`src/rtl/redmule_pkg.sv`:
```
// Shared types and constants for the RedMulE load/store request scheduler.
// Latency: n/a (types, constants and a combinational round-robin helper only).
// Backpressure: n/a.
package redmule_pkg;

  localparam int unsigned XsourceStreamId  = 0;
  localparam int unsigned WsourceStreamId  = 1;
  localparam int unsigned YsourceStreamId  = 2;
  localparam int unsigned NumStreamSources = 3;
  localparam int unsigned LdstOutstanding  = 4;

  // Channel selector; load ids match the stream source ids, Z is the store sink.
  typedef enum logic [1:0] {
    SEL_X = 2'd0,
    SEL_W = 2'd1,
    SEL_Y = 2'd2,
    SEL_Z = 2'd3
  } ldst_sel_e;

  typedef enum logic {
    ST_IDLE   = 1'b0,
    ST_LOCKED = 1'b1
  } ldst_state_e;

  // First asserted load request at or after ptr, wrapping over the three sources.
  function automatic logic [1:0] rr_pick(input logic [2:0] req, input logic [1:0] ptr);
    logic [1:0] res;
    logic [1:0] idx;
    logic       found;
    res   = ptr;
    found = 1'b0;
    for (int off = 0; off < 3; off++) begin
      idx = 2'((32'(ptr) + 32'(off)) % 3);
      if (!found && req[idx]) begin
        res   = idx;
        found = 1'b1;
      end
    end
    return res;
  endfunction

endpackage

```
`src/rtl/redmule_ldst_scheduler_if.sv`:
```
// Handshake bundle between the streamer channels, the TCDM initiator and the scheduler.
// Latency: n/a (wires only).
// Backpressure: carries the HCI req/gnt pair; requesters hold req until granted.
interface redmule_ldst_scheduler_if
  import redmule_pkg::*;
#(
  parameter int unsigned NumLoad = NumStreamSources
);
  logic [NumLoad-1:0] load_req_i;
  logic [NumLoad-1:0] load_gnt_o;
  logic               store_req_i;
  logic               store_gnt_o;
  logic               tcdm_req_o;
  logic               tcdm_gnt_i;
  logic               tcdm_wen_o;
  logic [1:0]         sel_o;
  logic               tcdm_r_valid_i;
  logic [NumLoad-1:0] load_r_valid_o;
  logic               store_r_valid_o;
  logic               busy_o;
  logic               rsp_err_o;

  modport slave (
    input  load_req_i, store_req_i, tcdm_gnt_i, tcdm_r_valid_i,
    output load_gnt_o, store_gnt_o, tcdm_req_o, tcdm_wen_o, sel_o,
           load_r_valid_o, store_r_valid_o, busy_o, rsp_err_o
  );

  modport master (
    output load_req_i, store_req_i, tcdm_gnt_i, tcdm_r_valid_i,
    input  load_gnt_o, store_gnt_o, tcdm_req_o, tcdm_wen_o, sel_o,
           load_r_valid_o, store_r_valid_o, busy_o, rsp_err_o
  );
endinterface

```
`src/rtl/redmule_ldst_rsp_fifo.sv`:
```
// Circular FIFO of 2-bit channel ids for in-flight TCDM transactions.
// Latency: head visible the cycle after push; count updates on the clock edge.
// Backpressure: push ignored when full, pop ignored when empty; push+pop keeps count.
module redmule_ldst_rsp_fifo #(
  parameter  int unsigned DEPTH = 4,
  localparam int unsigned AW    = $clog2(DEPTH),
  localparam int unsigned CW    = AW + 1
) (
  input  logic          clk_i,
  input  logic          rst_ni,
  input  logic          clear_i,
  input  logic          push_i,
  input  logic [1:0]    data_i,
  input  logic          pop_i,
  output logic [1:0]    data_o,
  output logic          full_o,
  output logic          empty_o,
  output logic [CW-1:0] count_o
);

  logic [1:0]    mem_q [DEPTH];
  logic [1:0]    mem_d [DEPTH];
  logic [AW-1:0] wr_ptr_q, wr_ptr_d;
  logic [AW-1:0] rd_ptr_q, rd_ptr_d;
  logic [CW-1:0] count_q, count_d;
  logic          push_ok, pop_ok;

  assign full_o  = (count_q == CW'(DEPTH));
  assign empty_o = (count_q == '0);
  assign count_o = count_q;
  assign data_o  = mem_q[rd_ptr_q];
  assign push_ok = push_i && !full_o;
  assign pop_ok  = pop_i && !empty_o;

  // Pointer, count and storage update; pointers wrap naturally at the power-of-two depth.
  always_comb begin
    mem_d    = mem_q;
    wr_ptr_d = wr_ptr_q;
    rd_ptr_d = rd_ptr_q;
    count_d  = count_q;
    if (clear_i) begin
      wr_ptr_d = '0;
      rd_ptr_d = '0;
      count_d  = '0;
    end else begin
      if (push_ok) begin
        mem_d[wr_ptr_q] = data_i;
        wr_ptr_d        = wr_ptr_q + 1'b1;
      end
      if (pop_ok) begin
        rd_ptr_d = rd_ptr_q + 1'b1;
      end
      count_d = count_q + CW'(push_ok) - CW'(pop_ok);
    end
  end

  // State registers.
  always_ff @(posedge clk_i or negedge rst_ni) begin
    if (!rst_ni) begin
      for (int i = 0; i < int'(DEPTH); i++) mem_q[i] <= '0;
      wr_ptr_q <= '0;
      rd_ptr_q <= '0;
      count_q  <= '0;
    end else begin
      mem_q    <= mem_d;
      wr_ptr_q <= wr_ptr_d;
      rd_ptr_q <= rd_ptr_d;
      count_q  <= count_d;
    end
  end

endmodule

```
`src/rtl/redmule_ldst_scheduler.sv`:
```
// Arbitrates X/W/Y loads and Z stores onto one TCDM port; routes in-order responses by id.
// Latency: 0-cycle req->tcdm_req/sel path; responses routed combinationally from the id FIFO head.
// Backpressure: selection locked across gnt stalls; no issue at OUTSTANDING in flight. Optional counters: REDMULE_LDST_SCHED_PERF_EN.
module redmule_ldst_scheduler
  import redmule_pkg::*;
#(
  parameter int unsigned OUTSTANDING = LdstOutstanding,
  parameter int unsigned NumLoad     = NumStreamSources
) (
  input  logic                     clk_i,
  input  logic                     rst_ni,
  input  logic                     clear_i,
  input  logic                     enable_i,
  redmule_ldst_scheduler_if.slave  bus
`ifdef REDMULE_LDST_SCHED_PERF_EN
  ,
  output logic [31:0]              perf_stall_o,
  output logic [31:0]              perf_full_o
`endif
);

  localparam int unsigned CW = $clog2(OUTSTANDING) + 1;

  ldst_state_e   state_q, state_d;
  ldst_sel_e     lock_sel_q, lock_sel_d;
  logic [1:0]    rr_ptr_q, rr_ptr_d;
  logic          last_was_store_q, last_was_store_d;
  logic          rsp_err_q, rsp_err_d;

  ldst_sel_e     sel;
  logic          req, hs, load_any, eligible;
  logic [1:0]    rr_idx;
  logic [1:0]    head;
  logic          full, empty, pop;
  logic [CW-1:0] count;

  assign load_any = |bus.load_req_i;
  assign rr_idx   = rr_pick(bus.load_req_i, rr_ptr_q);
  assign eligible = enable_i && !full;

  // Request selection: a locked transaction wins; otherwise class arbitration then load round-robin.
  always_comb begin
    req = 1'b0;
    sel = SEL_X;
    if (state_q == ST_LOCKED) begin
      req = 1'b1;
      sel = lock_sel_q;
    end else if (eligible && (load_any || bus.store_req_i)) begin
      req = 1'b1;
      if (bus.store_req_i && (!load_any || !last_was_store_q)) sel = SEL_Z;
      else                                                     sel = ldst_sel_e'(rr_idx);
    end
  end

  assign hs = req && bus.tcdm_gnt_i;

  // Grant fan-out and response routing from the id FIFO head.
  always_comb begin
    for (int i = 0; i < 3; i++) begin
      bus.load_gnt_o[i]     = hs && (sel == ldst_sel_e'(2'(i)));
      bus.load_r_valid_o[i] = pop && (head == 2'(i));
    end
  end

  assign pop                 = bus.tcdm_r_valid_i && !empty;
  assign bus.store_gnt_o     = hs && (sel == SEL_Z);
  assign bus.store_r_valid_o = pop && (head == SEL_Z);
  assign bus.tcdm_req_o      = req;
  assign bus.tcdm_wen_o      = req && (sel != SEL_Z);
  assign bus.sel_o           = sel;
  assign bus.busy_o          = (count != '0) || (state_q == ST_LOCKED);
  assign bus.rsp_err_o       = rsp_err_q;

  // Next-state: lock on ungranted request, release on grant; clear returns everything to idle.
  always_comb begin
    state_d          = state_q;
    lock_sel_d       = lock_sel_q;
    rr_ptr_d         = rr_ptr_q;
    last_was_store_d = last_was_store_q;
    rsp_err_d        = rsp_err_q;
    if (clear_i) begin
      state_d          = ST_IDLE;
      lock_sel_d       = SEL_X;
      rr_ptr_d         = '0;
      last_was_store_d = 1'b0;
      rsp_err_d        = 1'b0;
    end else begin
      case (state_q)
        ST_IDLE:   if (req && !bus.tcdm_gnt_i) begin
                     state_d    = ST_LOCKED;
                     lock_sel_d = sel;
                   end
        ST_LOCKED: if (bus.tcdm_gnt_i) state_d = ST_IDLE;
        default:   state_d = ST_IDLE;
      endcase
      if (hs) begin
        last_was_store_d = (sel == SEL_Z);
        if (sel != SEL_Z) rr_ptr_d = (sel == SEL_Y) ? 2'd0 : 2'(sel) + 2'd1;
      end
      if (bus.tcdm_r_valid_i && empty) rsp_err_d = 1'b1;
    end
  end

  // State registers.
  always_ff @(posedge clk_i or negedge rst_ni) begin
    if (!rst_ni) begin
      state_q          <= ST_IDLE;
      lock_sel_q       <= SEL_X;
      rr_ptr_q         <= '0;
      last_was_store_q <= 1'b0;
      rsp_err_q        <= 1'b0;
    end else begin
      state_q          <= state_d;
      lock_sel_q       <= lock_sel_d;
      rr_ptr_q         <= rr_ptr_d;
      last_was_store_q <= last_was_store_d;
      rsp_err_q        <= rsp_err_d;
    end
  end

  redmule_ldst_rsp_fifo #(
    .DEPTH (OUTSTANDING)
  ) i_rsp_fifo (
    .clk_i   (clk_i),
    .rst_ni  (rst_ni),
    .clear_i (clear_i),
    .push_i  (hs),
    .data_i  (sel),
    .pop_i   (pop),
    .data_o  (head),
    .full_o  (full),
    .empty_o (empty),
    .count_o (count)
  );

`ifdef REDMULE_LDST_SCHED_PERF_EN
  logic [31:0] perf_stall_q, perf_stall_d;
  logic [31:0] perf_full_q, perf_full_d;

  // Saturating stall and full-blocked cycle counters.
  always_comb begin
    perf_stall_d = perf_stall_q;
    perf_full_d  = perf_full_q;
    if (clear_i) begin
      perf_stall_d = '0;
      perf_full_d  = '0;
    end else begin
      if ((state_q == ST_LOCKED) && (perf_stall_q != '1)) perf_stall_d = perf_stall_q + 32'd1;
      if ((state_q == ST_IDLE) && enable_i && full && (load_any || bus.store_req_i) &&
          (perf_full_q != '1)) perf_full_d = perf_full_q + 32'd1;
    end
  end

  // Counter registers.
  always_ff @(posedge clk_i or negedge rst_ni) begin
    if (!rst_ni) begin
      perf_stall_q <= '0;
      perf_full_q  <= '0;
    end else begin
      perf_stall_q <= perf_stall_d;
      perf_full_q  <= perf_full_d;
    end
  end

  assign perf_stall_o = perf_stall_q;
  assign perf_full_o  = perf_full_q;
`endif

endmodule

```
`src/flat_wrapper.sv`:
```
// flat-port wrapper written by rule: the top's interface ports become plain ports
module redmule_ldst_scheduler_flat import redmule_pkg::*;
#(
  parameter int unsigned OUTSTANDING = LdstOutstanding,
  parameter int unsigned NumLoad     = NumStreamSources
)
  (clk_i, rst_ni, clear_i, enable_i, bus_load_req_i, bus_store_req_i, bus_tcdm_gnt_i, bus_tcdm_r_valid_i, bus_load_gnt_o, bus_store_gnt_o, bus_tcdm_req_o, bus_tcdm_wen_o, bus_sel_o, bus_load_r_valid_o, bus_store_r_valid_o, bus_busy_o, bus_rsp_err_o);
  redmule_ldst_scheduler_if #(.NumLoad(NumLoad)) bus_i ();
  input  logic clk_i;
  input  logic rst_ni;
  input  logic clear_i;
  input  logic enable_i;
  input wire logic [$bits(bus_i.load_req_i)-1:0] bus_load_req_i;
  input wire logic [$bits(bus_i.store_req_i)-1:0] bus_store_req_i;
  input wire logic [$bits(bus_i.tcdm_gnt_i)-1:0] bus_tcdm_gnt_i;
  input wire logic [$bits(bus_i.tcdm_r_valid_i)-1:0] bus_tcdm_r_valid_i;
  output wire logic [$bits(bus_i.load_gnt_o)-1:0] bus_load_gnt_o;
  output wire logic [$bits(bus_i.store_gnt_o)-1:0] bus_store_gnt_o;
  output wire logic [$bits(bus_i.tcdm_req_o)-1:0] bus_tcdm_req_o;
  output wire logic [$bits(bus_i.tcdm_wen_o)-1:0] bus_tcdm_wen_o;
  output wire logic [$bits(bus_i.sel_o)-1:0] bus_sel_o;
  output wire logic [$bits(bus_i.load_r_valid_o)-1:0] bus_load_r_valid_o;
  output wire logic [$bits(bus_i.store_r_valid_o)-1:0] bus_store_r_valid_o;
  output wire logic [$bits(bus_i.busy_o)-1:0] bus_busy_o;
  output wire logic [$bits(bus_i.rsp_err_o)-1:0] bus_rsp_err_o;
  assign bus_i.load_req_i = bus_load_req_i;
  assign bus_i.store_req_i = bus_store_req_i;
  assign bus_i.tcdm_gnt_i = bus_tcdm_gnt_i;
  assign bus_i.tcdm_r_valid_i = bus_tcdm_r_valid_i;
  assign bus_load_gnt_o = bus_i.load_gnt_o;
  assign bus_store_gnt_o = bus_i.store_gnt_o;
  assign bus_tcdm_req_o = bus_i.tcdm_req_o;
  assign bus_tcdm_wen_o = bus_i.tcdm_wen_o;
  assign bus_sel_o = bus_i.sel_o;
  assign bus_load_r_valid_o = bus_i.load_r_valid_o;
  assign bus_store_r_valid_o = bus_i.store_r_valid_o;
  assign bus_busy_o = bus_i.busy_o;
  assign bus_rsp_err_o = bus_i.rsp_err_o;
  redmule_ldst_scheduler #(.OUTSTANDING(OUTSTANDING), .NumLoad(NumLoad)) u_core (.clk_i(clk_i), .rst_ni(rst_ni), .clear_i(clear_i), .enable_i(enable_i), .bus(bus_i));
endmodule
```
`config.mk`:
```
export PLATFORM = sky130hd
export DESIGN_NAME = redmule_ldst_scheduler_flat
export DESIGN_NICKNAME = d
export VERILOG_FILES = /design/src/rtl/redmule_pkg.sv /design/src/rtl/redmule_ldst_scheduler_if.sv /design/src/rtl/redmule_ldst_rsp_fifo.sv /design/src/rtl/redmule_ldst_scheduler.sv /design/src/flat_wrapper.sv
export SDC_FILE = /design/constraint.sdc
export NUM_CORES = 1
export LEC_CHECK = 0
export BUFFER_PORTS_ARGS = -buffer_cell sky130_fd_sc_hd__clkbuf_2
export CELL_PAD_IN_SITES_DETAIL_PLACEMENT = 2
export CELL_PAD_IN_SITES_GLOBAL_PLACEMENT = 2
export CORE_MARGIN = 2
export CORE_UTILIZATION = 35
export DETAILED_ROUTE_END_ITERATION = 10
export MAX_ROUTING_LAYER = met4
export PLACE_DENSITY = 0.81
export SLEW_MARGIN = 20
export SYNTH_ARGS = -nofsm -noshare
export SYNTH_HDL_FRONTEND = slang
export SYNTH_HIERARCHICAL = 1
export SYNTH_SLANG_ARGS = --single-unit
```
`constraint.sdc`:
```
create_clock -name clk_i -period 4.16 [get_ports clk_i]
set_clock_uncertainty 0.2 [all_clocks]
set_input_delay 0.208 -clock clk_i [delete_from_list [all_inputs] [get_ports clk_i]]
set_output_delay 0.208 -clock clk_i [all_outputs]
set_load 0.01 [all_outputs]
```
Yosys cells after proc, flatten, opt, wreduce, memory -nomap -nowiden
Index checks and enable logic that the tools add are counted.
Word-level totals
  bits of input ports: 10
  register bits after elaboration: 22
  output and inout port bits: 14
  logic and storage cells: 128
Cells by class
  eq/ne operators: 9
  order comparisons: 6
  muxes and demuxes: 42
  divide/modulo/power cells: 3
  reductions and logical operators: 45
  bitwise gates (word level): 4
  add/subtract/negate cells: 7
Operators with widths (count)
  $mod A32 B2 Y32 const B: 2
  $mux W2: 20
  $mod A2 B2 Y32 const B: 1
  $logic_and A1 B1 Y1: 21
  $mux W1: 14
  $reduce_bool A2 Y1: 6
  $lt A2 B3 Y1 const B: 3
  $bwmux W8: 1
  $eq A2 B2 Y1 const B: 4
  $logic_not A1 Y1: 7
  $add A2 B1 Y2 const B: 3
  $bmux W1 S2: 3
  $ge A3 B3 Y1 const B: 2
  $not A2 Y3: 2
  $reduce_and A2 Y1: 3
  $bmux W2 S2: 1
  $demux W2 S2: 1
  $eq A2 B1 Y1 const B: 2
  $logic_not A2 Y1: 2
  $ne A2 B2 Y1 const B: 2
  $add A2 B1 Y3 const B: 1
  $add A2 B2 Y3 const B: 1
  $add A3 B1 Y3: 1
  $eq A3 B3 Y1 const B: 1
  other kinds (9): 12

Logic depth before layout (Yosys ltp)
Gate-level depths: netlist (run 1).
  word-level depth: 18
  mapped depth: 16
  depth with buffers taken out: 15

Modules after synthesis
Netlist (run 1), hierarchy kept.
By module, submodules not included
  redmule_ldst_rsp_fifo: seq. area each 375.4 um2, times used 1, area each 828.3 um2, cells an instance 67
  redmule_ldst_scheduler: seq. area each 175.2 um2, times used 1, area each 790.8 um2, cells an instance 100

Least setup slack after synthesis (run 1)
OpenSTA, ideal clock, no wires.
  kind: flip-flop to flip-flop
  start: register u_core.i_rsp_fifo.count_q[1] (netlist: u_core/i_rsp_fifo/count_o[1])
  end: register u_core.i_rsp_fifo.count_q[2] (netlist: u_core/i_rsp_fifo/count_o[2])
  slack: 1238 ps
  library setup time: 86 ps
  data required time: 3874 ps
  arrival time: 2636 ps
  period minus slack after synthesis: 2922 ps
  cell stages (with the launch flop): 16
  buffers on the path: 0
  path through: dfrtp_1 > nor3b_4 > nor3b_1 > nor2_1 > inv_2 > nand2_1 > inv_1 > nand2b_1 > ha_1 > inv_1 > ha_1 > inv_1 > fa_1 > xor2_1 > and2_1 > nor3_1
Between the ends
  cells in the longest elaborated chain, start to end: 11
  elaborated cells on any way between the ends: 15
  those cells by class: add/sub (2); eq/ne (1); mux (3); reduce/logical (9)
RTL lines
  start, declared: line redmule_ldst_rsp_fifo.sv:25  | logic [CW-1:0] count_q, count_d;
  start signal, assigned: line redmule_ldst_rsp_fifo.sv:68  | count_q <= count_d;
  $eq A3 B3 Y1: line redmule_ldst_rsp_fifo.sv:28  | assign full_o = (count_q == CW'(DEPTH));
  net u_core.full: line redmule_ldst_scheduler.sv:34  | logic full, empty, pop;
  $logic_not A1 Y1: line redmule_ldst_scheduler.sv:39  | assign eligible = enable_i && !full;
  $logic_and A1 B1 Y1: line redmule_ldst_scheduler.sv:39
  $logic_and A1 B1 Y1: line redmule_ldst_scheduler.sv:48  | end else if (eligible && (load_any || bus.store_req_i)) begin
  $mux W1: line redmule_ldst_scheduler.sv:48
  $mux W1: line redmule_ldst_scheduler.sv:45  | if (state_q == ST_LOCKED) begin
  net bus_tcdm_req_o: line flat_wrapper.sv:19  | output wire logic [$bits(bus_i.tcdm_req_o)-1:0] bus_tcdm_req_o;
  $logic_and A1 B1 Y1: line redmule_ldst_scheduler.sv:55  | assign hs = req && bus.tcdm_gnt_i;
  net u_core.hs: line redmule_ldst_scheduler.sv:31  | logic req, hs, load_any, eligible;
  $logic_and A1 B1 Y1: line redmule_ldst_rsp_fifo.sv:32  | assign push_ok = push_i && !full_o;
  $add A3 B1 Y3: line redmule_ldst_rsp_fifo.sv:53  | count_d = count_q + CW'(push_ok) - CW'(pop_ok);
  $sub A3 B1 Y3: line redmule_ldst_rsp_fifo.sv:53
  $mux W3: line redmule_ldst_rsp_fifo.sv:41  | if (clear_i) begin
  net u_core.i_rsp_fifo.count_d[2]: line redmule_ldst_rsp_fifo.sv:25
The timed path passes the listed nets, and every way through them passes these cells.
A chain may end at the register's enable or synchronous reset.

Final worst setup path (run 1)
  start: register u_core.i_rsp_fifo.count_q[1] (netlist: u_core/i_rsp_fifo/count_o[1])
  end: register u_core.i_rsp_fifo.count_q[2] (netlist: u_core/i_rsp_fifo/count_o[2])
Between the ends
  cells in the longest elaborated chain, start to end: 11
  elaborated cells on any way between the ends: 15
  those cells by class: add/sub (2); eq/ne (1); mux (3); reduce/logical (9)
RTL lines (line)
  $eq A3 B3 Y1: redmule_ldst_rsp_fifo.sv:28
  net u_core.full: redmule_ldst_scheduler.sv:34
  $logic_not A1 Y1: redmule_ldst_scheduler.sv:39
  $logic_and A1 B1 Y1: redmule_ldst_scheduler.sv:39
  $logic_and A1 B1 Y1: redmule_ldst_scheduler.sv:48
  $mux W1: redmule_ldst_scheduler.sv:48
  $mux W1: redmule_ldst_scheduler.sv:45
  $logic_and A1 B1 Y1: redmule_ldst_scheduler.sv:55
  net u_core.hs: redmule_ldst_scheduler.sv:31
  $logic_and A1 B1 Y1: redmule_ldst_rsp_fifo.sv:32
  $add A3 B1 Y3: redmule_ldst_rsp_fifo.sv:53
  $sub A3 B1 Y3: redmule_ldst_rsp_fifo.sv:53
  $mux W3: redmule_ldst_rsp_fifo.sv:41
  net u_core.i_rsp_fifo.count_d[2]: redmule_ldst_rsp_fifo.sv:25
The timed path passes the listed nets, and every way through them passes these cells.

==> results of run 1 <==
synth_stat cells (2+ instances only):
library cell  count  share of area [%]
o2111ai_1         2                1.1
mux2_1            4                2.8
xor2_1            2                1.1
a21oi_1           9                2.8
nor4b_2           3                2.8
nand2b_1          4                1.5
nand3_1           2               0.62
inv_2             2               0.46
mux2i_1           3                1.9
mux2_2            4                2.8
a31oi_1           2               0.77
or2_2             2               0.77
dfrtp_1          22                 34
o31ai_1           5                2.3
buf_6             4                2.8
nor3b_1           3                1.4
nor2b_1           3                1.2
or3_1             3                1.2
inv_1            12                2.8
nor3_1            4                1.2
o21ai_0           9                2.8
ha_1              9                7.0
and2b_2           2                1.1
nor2_1           13                3.0
mux4_2            2                2.8
nand2_1          12                2.8
nand3b_1          2               0.93
worst max-delay path: cells and delay by family (launching register included):
kind                     cells  cell delay, ns
AND/OR/NAND/NOR              7            1.35
adder cells (fa/ha/maj)      3            0.76
flip-flops                   1            0.48
buffers and inverters        4            0.30
XOR/XNOR                     1            0.17
area by class of cell:
cell class              instances  area [µm²]  area share, %
inverters                      14        52.6           2.86
clock inverters                 1        30.0           1.64
well taps                      52        65.1           3.55
clock buffers                   3        41.3           2.25
multi-input cells             125         960           52.3
flip-flops and latches         22         551           30.0
repair buffers                 25         135           7.37
report_power, final:
group / total [mW] / leakage, nW / switching, mW / internal (mW)
registers: 0.313 / 0.298 / 0.0543 / 0.259
logic: 0.387 / 0.527 / 0.226 / 0.161
clock network: 0.206 / 0.0357 / 0.0770 / 0.129
total: 0.906 / 0.861 / 0.358 / 0.549
metrics by stage:
step / cell area, µm² / worst slack, ns / cells / hold WS (ns)
2_1_floorplan: 1620 / 1.24 / 167 / -0.288
3_3_place_gp: 1740 / 1.08 / 236 / 0.0225
3_5_place_dp: 1740 / 0.834 / 236 / 0.0396
4_1_cts: 1830 / 0.754 / 242 / 0.0000504
5_1_grt: 1830 / 0.478 / 242 / 0.0464
6_report: 1830 / 0.813 / 242 / 0.00149
layout by cell type (no fill, tap or decap), types with 2 or more instances in the layout:
cell type and instances:
clkbuf_8 3, nand2b_1 4, or2_2 2, nor2_1 13
nor3_1 4, nor3b_1 3, or3_1 3, mux2i_1 3
nand2_1 12, inv_2 2, nor2b_1 3, and2b_2 2
xor2_1 2, o31ai_1 5, o2111ai_1 2, a21oi_1 9
dlygate4sd3_1 2, mux2_2 4, clkbuf_2 23, dfrtp_1 22
a31oi_1 2, nand3b_1 2, mux2_1 4, o21ai_0 9
nor4b_2 3, mux4_2 2, inv_1 12, ha_1 9
nand3_1 2
worst max path at each step:
stage	startpoint	end	slack, ns	cells past startpoint
3_5_place_dp	u_core/i_rsp_fifo/count_o[1]	u_core/i_rsp_fifo/count_o[2]	0.83	15
6_report	u_core/i_rsp_fifo/count_o[1]	u_core/i_rsp_fifo/count_o[2]	0.81	15
4_1_cts	u_core/i_rsp_fifo/count_o[1]	u_core/i_rsp_fifo/count_o[2]	0.75	15
3_3_place_gp	u_core/i_rsp_fifo/count_o[1]	u_core/i_rsp_fifo/count_o[2]	1.08	15
2_1_floorplan	u_core/i_rsp_fifo/count_o[1]	u_core/i_rsp_fifo/count_o[2]	1.24	15
5_1_grt	u_core/i_rsp_fifo/count_o[1]	u_core/i_rsp_fifo/count_o[2]	0.48	15
logic make-up (layout without fill, tap and decap cells):
| group | Yosys count | in the layout | synth area share, % |
|---|---|---|---|
| simple gates | 64 | 64 | 25.1 |
| flops | 22 | 22 | 34.0 |
| xor+xnor | 2 | 2 | 1.08 |
| compound gates | 35 | 35 | 13.8 |
| buf+inv | 20 | 43 | 6.72 |
| fa+ha+maj | 10 | 10 | 8.19 |
| mux | 14 | 14 | 11.1 |
flip-flops by register name, summed over array words and instances (netlist names):
register	cells
u_core/i_rsp_fifo/mem_q	8
u_core/i_rsp_fifo/count_o	3
u_core/i_rsp_fifo/rd_ptr_q	2
u_core/i_rsp_fifo/wr_ptr_q	2
u_core/lock_sel_q	2
u_core/rr_ptr_q	2
u_core/bus.rsp_err_o	1
u_core/last_was_store_q	1
u_core/state_q	1
layer usage:
layer  GRT usage [%]  vias to the layer above
met5               -                        -
met4            5.66                        0
met3            3.47                        6
met2            36.9                       19
met1            23.3                      667
li1                -                      639
==> metrics.cfg, run 1 <==
[run_status]
status=finished clean

[cells_and_area]
antennaDiodeCount=0
nFillCells=498
synthToLayoutAreaGrowth_pct=13.3
fin_util_pct=41.6
drive_gt1_share_pct=25.8
fin_nets=211

[floorplan]
die-area_um2=5190
fp-row-count=24
core_um2=4410
die_y_um=72.0
die_w_um=72.0
initial_core_util_pct=36.7
io_pins=24

[power]
ir_drop_mv=0.221
power.density_nw_per_um2=494
leakagePower_nw=0.861
p_total_uw=906

[cts]
clk_pin_slew_worst_paths_ns=0.08
cts_tree=yes
clockBufferDepth=2
hold_buffers=2
clock-root-buffer=clkbuf_8
cts_made_buffers=3
clk_latency_ns=0.27
clkSinkCount=22
htreeDepth=1
cts_setup_buffers=0
cts_resized=0

[worst_setup_path]
reg2reg_depth=15
worstSetupStartpointType=flop
crit_path_frequent_cell=inv_1
r2r-start=u_core/i_rsp_fifo/count_o[1]
critPathMaxStageDelay_ns=0.48
crit_required_ns=4.15
cp.arrival_ns=3.34
reg2reg_to=u_core/i_rsp_fifo/count_o[2]
worst_path_max_delay_cell=dfrtp_1
r2r_slack_ns=0.81
path_class=reg2reg
endpoint_kind=flop
cp_max_fo=10
path_cells=nor3b_4 > nor3b_1 > nor2_1 > inv_2 > nand2_1 > inv_1 > nand2b_1 > ha_1 > inv_1 > ha_1 > inv_1 > fa_1 > xor2_1 > and2_1 > nor3_1

[detailed_routing]
drcViolationCount=0
wl_mm=4.54
drt_iter0_markers=36
m1WireLength_mm=1.93
highest_layer=met4
viasPerCell=5.50
dr_wl_met2_mm=2.43
dr_wl_met3_um=113
ant_nets=0
vias=1331
drtPass1Iterations=2
detail_route.wl_per_cell_um=18.8

[job]
cap_violations=0

[synthesis]
ys_seq_elements=22
yosysUniqueCellTypes=50
yosysSeqAreaShare_pct=34.0
synthArstFlopShare_pct=100
yosysWarnings=6
syn_inst=167
avgSynthCellArea_um2=9.69
synthFlopType=dfrtp_1
synth_enable_flop_cells=0
synth_area_um2=1620
syn_nets=187

[timing]
hold_viol=0
setup_tns_ns=0
rsz0062_at_grt=false
period_needed_ns=3.35
setup_viol=0
fmax_mhz=299
finalCritPeriodShare_pct=80.5
worst_pin_slew_ns=0.578
max-slew-margin-rel_pct=61.4
drv_slew=0

[min_path]
worstHoldStart=bus_tcdm_r_valid_i
holdPathStages=3
worstHoldEndpoint=u_core/bus.rsp_err_o
hold_path.class=in2reg

[placement]
dpl.hpwl_mm=3.56
portBuffers=23
place_congestion=0.852

[global_route]
antenna_found_initial=0
grtUsageTotal_pct=20.4
grt-ovfl-total=0
grt_pass1_wl_mm=7.85
grt_max_degree=23
first_global_vias=1567

(Power assumes the default switching activity.)
==> inputs of run 2 (changes only) <==
ABC_AREA = 1   (was not set)
CORE_UTILIZATION = 29   (was 35)
PLACE_DENSITY = 0.79   (was 0.81)
clock period = 2.9 ns   (was 4.16 ns; I/O delays follow)
==> metrics.cfg, run 2 <==
[cts]
cts_tree=yes
clk_latency_ns=0.27
clkSinkCount=22
clk_pin_slew_worst_paths_ns=0.08
clockBufferDepth=2
htreeDepth=1
cts_made_buffers=3
clock-root-buffer=clkbuf_8

[cells_and_area]
mostFrequentLayoutCells=52 x nand2_1, 32 x inv_1, 23 x clkbuf_2, 19 x nor2_1, 19 x dfrtp_1
synthToLayoutAreaGrowth_pct=22.4
nFillCells=655
multi_input_area_um2=926
largest_register_ffs=8
largest-register=u_core/i_rsp_fifo/mem_q
drive_gt1_share_pct=25.9
register_area_um2=554
fin_nets=280
antennaDiodeCount=0
stdcell_area_um2=1970
final_common_cell=nand2_1

[floorplan]
initial_core_util_pct=29.6
core_um2=5440
die_w_um=78.5
fp-row-count=27
die-area_um2=6160
die_y_um=78.5
io_pins=24

[synthesis]
synthFlopType=dfrtp_1
syn_nets=243
yosysWarnings=6
synth_area_um2=1610
ys_seq_elements=22
synth.top_cell.area_share_pct=34.2
synth_most_common_cell=nand2_1
yosysSeqAreaShare_pct=34.2
syn_inst=223
synth_top_area_cell=dfrtp_1
synth_enable_flop_cells=0
yosysUniqueCellTypes=25
netlist_top_cells_area=dfrtp_1 34%, nand2_1 12%, inv_1 7.5%, ha_1 7.0%, nand4_1 5.1%
synthArstFlopShare_pct=100
synthTopCellsByCount=52 x nand2_1, 32 x inv_1, 22 x dfrtp_1
avgSynthCellArea_um2=7.22

[worst_setup_path]
cp.arrival_ns=2.31
cp.buffers_inverters=6
worstSetupStartpointType=flop
cp_max_fo=10
crit_family=simple AND/OR/NAND/NOR gates
endpoint_kind=output port
crit_required_ns=2.56
path_cells=inv_1 > ha_4 > inv_2 > nand2_2 > nand3_2 > nand2_2 > nand2_1 > inv_1 > nand2_1 > nand2_1 > inv_1 > nand2_1 > nand2_2 > nand2_4 > inv_2 > nor3_2 > clkbuf_2
worst_path_max_delay_cell=dfrtp_2
critPathMaxStageDelay_ns=0.41
path_class=reg2out
reg2reg_depth=16
worst-path-stages=17
crit_path_frequent_cell=nand2_1

[global_route]
grt_pass1_wl_mm=8.33
grt-ovfl-total=0
antenna_found_initial=0
first_global_vias=1694
grt_max_degree=23
grtUsageTotal_pct=17.5

[timing]
rsz0062_at_grt=false
max-slew-margin-rel_pct=62.8
hold_viol=0
fmax_mhz=377
worst_pin_slew_ns=0.559
setup_viol=0
finalCritPeriodShare_pct=91.5
drv_slew=0
setup_tns_ns=0
period_needed_ns=2.65

[power]
ir_drop_mv=0.374
power.density_nw_per_um2=715
leakagePower_nw=1.02
p_total_mw=1.41

[placement]
dpl.hpwl_mm=3.73
portBuffers=23
dpl_cell_area_um2=1820
place_congestion=0.806

[run_status]
status=finished clean

[detailed_routing]
ant_nets=0
drt_iter0_markers=36
wl_mm=4.77
detail_route.wl_per_cell_um=14.4
drcViolationCount=0
drtPass1Iterations=4
viasPerCell=4.79
vias=1585

[min_path]
hold_path.class=in2reg
holdPathStages=5

[job]
cap_violations=0

run 2: changes by cell type after synthesis, moves of 4 or more:
cell / before / now
a21oi_1: 9 / 4
nor2_1: 13 / 20
mux2_1: 4 / 0
nand2_2: 0 / 11
inv_1: 12 / 32
o21ai_1: 0 / 5
mux2_2: 4 / 0
nand2b_1: 4 / 0
o31ai_1: 5 / 0
nand4_1: 0 / 13
nand3_1: 2 / 16
nor3_1: 4 / 8
nand2_1: 12 / 52
run 2: area by class of cell:
class	instances	share of cell area, %
clock buffers	4	2.80
inverters	38	7.31
well taps	72	4.57
repair buffers	33	10.2
multi-input cells	162	47.0
flip-flops and latches	22	28.1
run 2: power breakdown:
group	leakage [nW]	switching (mW)	total, mW	internal (mW)
combinational	0.702	0.454	0.735	0.282
sequential	0.294	0.0665	0.442	0.376
clock	0.0288	0.109	0.230	0.121
total	1.02	0.629	1.41	0.779
run 2: worst reg2reg max path, cell delays in order, from the launching register on:
cell and delay, ns:
dfrtp_1 0.42, nor2_4 0.07, nand2_4 0.09, inv_1 0.05, inv_1 0.07, nand3_1 0.10
nand2_1 0.11, inv_1 0.09, nor2_2 0.13, nand2_2 0.08, ha_1 0.29, inv_1 0.05
ha_1 0.13, inv_1 0.05, fa_1 0.37, xor2_1 0.17, nor2_1 0.10
run 2: logic make-up (layout without fill, tap and decap cells):
group	count (synthesis)	count (layout)	share of synthesized area [%]
adder cells (fa/ha/maj)	10	10	8.24
buffers and inverters	39	75	9.64
AND/OR/NAND/NOR	129	129	39.2
flip-flops	22	22	34.2
AO/OA/AOI/OAI	21	21	7.62
XOR/XNOR	2	2	1.09
run 2: worst paths after layout:
check                                              from                            end  slack (ns)
max in group asynchronous                        rst_ni   u_core/i_rsp_fifo/count_o[1]        1.91
min reg2reg                  u_core/i_rsp_fifo/mem_q[3]     u_core/i_rsp_fifo/mem_q[3]        0.30
min                                            enable_i           u_core/lock_sel_q[1]        0.13
max reg2reg                u_core/i_rsp_fifo/count_o[0]   u_core/i_rsp_fifo/count_o[2]        0.26
min in group asynchronous                        rst_ni  u_core/i_rsp_fifo/rd_ptr_q[1]        0.19
max                                  u_core/rr_ptr_q[0]                bus_store_gnt_o        0.25
run 2: metal layers:
metal  vias to the layer above  share of wire [%]  global-route usage, %  wire length (µm)
met5                         -                  0                      -                 0
met4                         0                1.3                   4.74                63
met3                         5                1.6                   1.84                76
met2                        16                 49                   28.4              2340
met1                       771                 48                   23.4              2290
li1                        793                  -                      -                 -
run 2: what timing repair did:
item,4_1_cts,5_1_grt
endpoints found under the setup margin,0,6
hold endpoints to repair,25,0
resized for setup,0,8
setup buffers,0,4
hold buffers,4,0
run 2: stage by stage:
step	setup WS [ns]	utilization, %	hold WS [ns]	std cells
finish	0.247	36.2	0.128	331
global route	0.0169	36.2	0.185	331
CTS	0.0296	35.2	0.134	327
detailed placement	0.0528	33.4	-0.0339	319
global placement	0.215	33.4	-0.0336	319
floorplan	0.0280	-	-0.351	223
==> inputs of run 3 (changes only) <==
clock period = 2.3 ns   (was 2.9 ns; I/O delays follow)
==> metrics.cfg, run 3 (same netlist as run 2, synthesis figures left out) <==
[floorplan]
die_w_um=78.5
fp-row-count=27
die-area_um2=6160
core_um2=5440
initial_core_util_pct=29.6
die_y_um=78.5
io_pins=24

[global_route]
antenna_found_initial=0
grtUsageTotal_pct=23.2
grt_pass1_wl_mm=10.8
grt_max_degree=23
first_global_vias=2028
grt-ovfl-total=0

[timing]
hold_viol=0
drv_slew=0
setup_viol=20
fmax_mhz=390
max-slew-margin-rel_pct=60.7
period_needed_ns=2.57
hold_ws_ns=0.178
rsz0062_at_grt=true
finalCritPeriodShare_pct=112
worst_pin_slew_ns=0.589
setup_tns_ns=-3.53
fin_ws_ns=-0.266

[cts]
clkSinkCount=22
clk_latency_ns=0.27
clockBufferDepth=2
cts_made_buffers=3
clk_pin_slew_worst_paths_ns=0.09
cts_tree=yes
clock-root-buffer=clkbuf_8
htreeDepth=1

[worst_setup_path]
r2r_slack_ns=-0.23
critPathMaxStageDelay_ns=0.41
reg2reg_to=u_core/i_rsp_fifo/mem_q[2]
worstSetupStartpointType=flop
reg2reg_depth=14
cp-endpoint=bus_store_gnt_o
crit_path_frequent_cell=nand2_2
path_class=reg2out
crit_family=simple AND/OR/NAND/NOR gates
endpoint_kind=output port
cp.buffers_inverters=6
cp.arrival_ns=2.25
crit_required_ns=1.99
worst_path_max_delay_cell=dfrtp_1
cp_max_fo=7
path_cells=inv_2 > ha_4 > inv_4 > nand2_2 > nand3_2 > nand2_4 > nand2_2 > inv_2 > nand2_2 > nand2_2 > inv_2 > nand2_2 > nand2_2 > nand2_4 > inv_4 > nor3_2 > buf_2
r2r-start=u_core/rr_ptr_q[0]
crit_start=u_core/rr_ptr_q[0]
worst-path-stages=17

[placement]
dpl.hpwl_mm=4.10
dp_cells=338
portBuffers=23
place_congestion=0.767
place_ws_ns=-0.144

[cells_and_area]
multi_input_area_um2=1080
largest-register=u_core/i_rsp_fifo/mem_q
synthToLayoutAreaGrowth_pct=49.3
largest_register_ffs=8
nFillCells=639
antennaDiodeCount=0
drive_gt1_share_pct=46.9
final_common_cell=nand2_1
register_area_um2=553
instances_no_fill=364
mostFrequentLayoutCells=44 x nand2_1, 37 x buf_4, 20 x inv_1, 20 x dfrtp_1, 18 x clkbuf_2
fin_nets=313

[power]
power.density_nw_per_um2=949
p_total_mw=2.28
ir_drop_mv=0.600
leakagePower_nw=1.21

[run_status]
status=finished with violations
violations=setup timing

[min_path]
hold_path.class=in2async

[detailed_routing]
drcViolationCount=0
viasPerCell=5.09
wl_mm=7.21
ant_nets=0
detail_route.wl_per_cell_um=19.8
drtPass1Iterations=4
drt_iter0_markers=59
vias=1851

[job]
cap_violations=0

run 3: cell count changes in the layout (fill, tap and decap cells not counted), sizes merged:
cell and delta:
bufinv +1, clkbuf -6, dlygate4sd3 +1, buf +37
run 3: where the power goes:
group | internal [mW] | switching, mW | leakage [nW]
Clock | 0.233 | 0.143 | 0.0357
Sequential | 0.473 | 0.0840 | 0.296
Combinational | 0.567 | 0.780 | 0.883
run 3: what timing repair did:
item | in CTS | in global routing
setup buffers | 12 | 6
hold buffers | 5 | 0
resized for setup | 34 | 21
pin swaps | 19 | 17
setup endpoints to repair | 13 | 21
hold endpoints to repair | 27 | 0
run 3: cell type report:
type                            count  share of cell area (%)
Multi-Input combinational cell    162                    44.8
Sequential cell                    22                    23.0
Timing Repair Buffer               66                    19.2
Inverter                           38                    6.30
Tap cell                           72                    3.75
Clock buffer                        3                    1.72
Clock inverter                      1                    1.25
run 3: how the worst min path moves through the flow:
stage | start | end | slack [ns] | cells after the start
finish | rst_ni | u_core/i_rsp_fifo/mem_q[4] | 0.18 | 2
global placement | rst_ni | u_core/i_rsp_fifo/mem_q[2] | -0.06 | 1
CTS | enable_i | u_core/state_q | 0.18 | 6
detailed placement | rst_ni | u_core/i_rsp_fifo/mem_q[2] | -0.05 | 1
floorplan | rst_ni | u_core/bus.rsp_err_o | -0.38 | 0
global route | rst_ni | u_core/i_rsp_fifo/mem_q[0] | 0.25 | 2
run 3: routing by layer:
| layer | wire length, µm | share of wire [%] | up-vias | global-route usage (%) |
|---|---|---|---|---|
| li1 | - | - | 862 | - |
| met1 | 3090 | 43 | 942 | 27.7 |
| met2 | 3900 | 54 | 37 | 41.5 |
| met3 | 129 | 1.8 | 10 | 2.64 |
| met4 | 95 | 1.3 | 0 | 6.32 |
| met5 | 0 | 0 | - | - |
run 3: through the flow:
| stage | util (%) | area, µm² |
|---|---|---|
| floorplan | - | 1640 |
| global placement | 36.6 | 1990 |
| detailed placement | 36.6 | 1990 |
| CTS | 42.4 | 2300 |
| global route | 44.2 | 2400 |
| finish | 44.2 | 2400 |
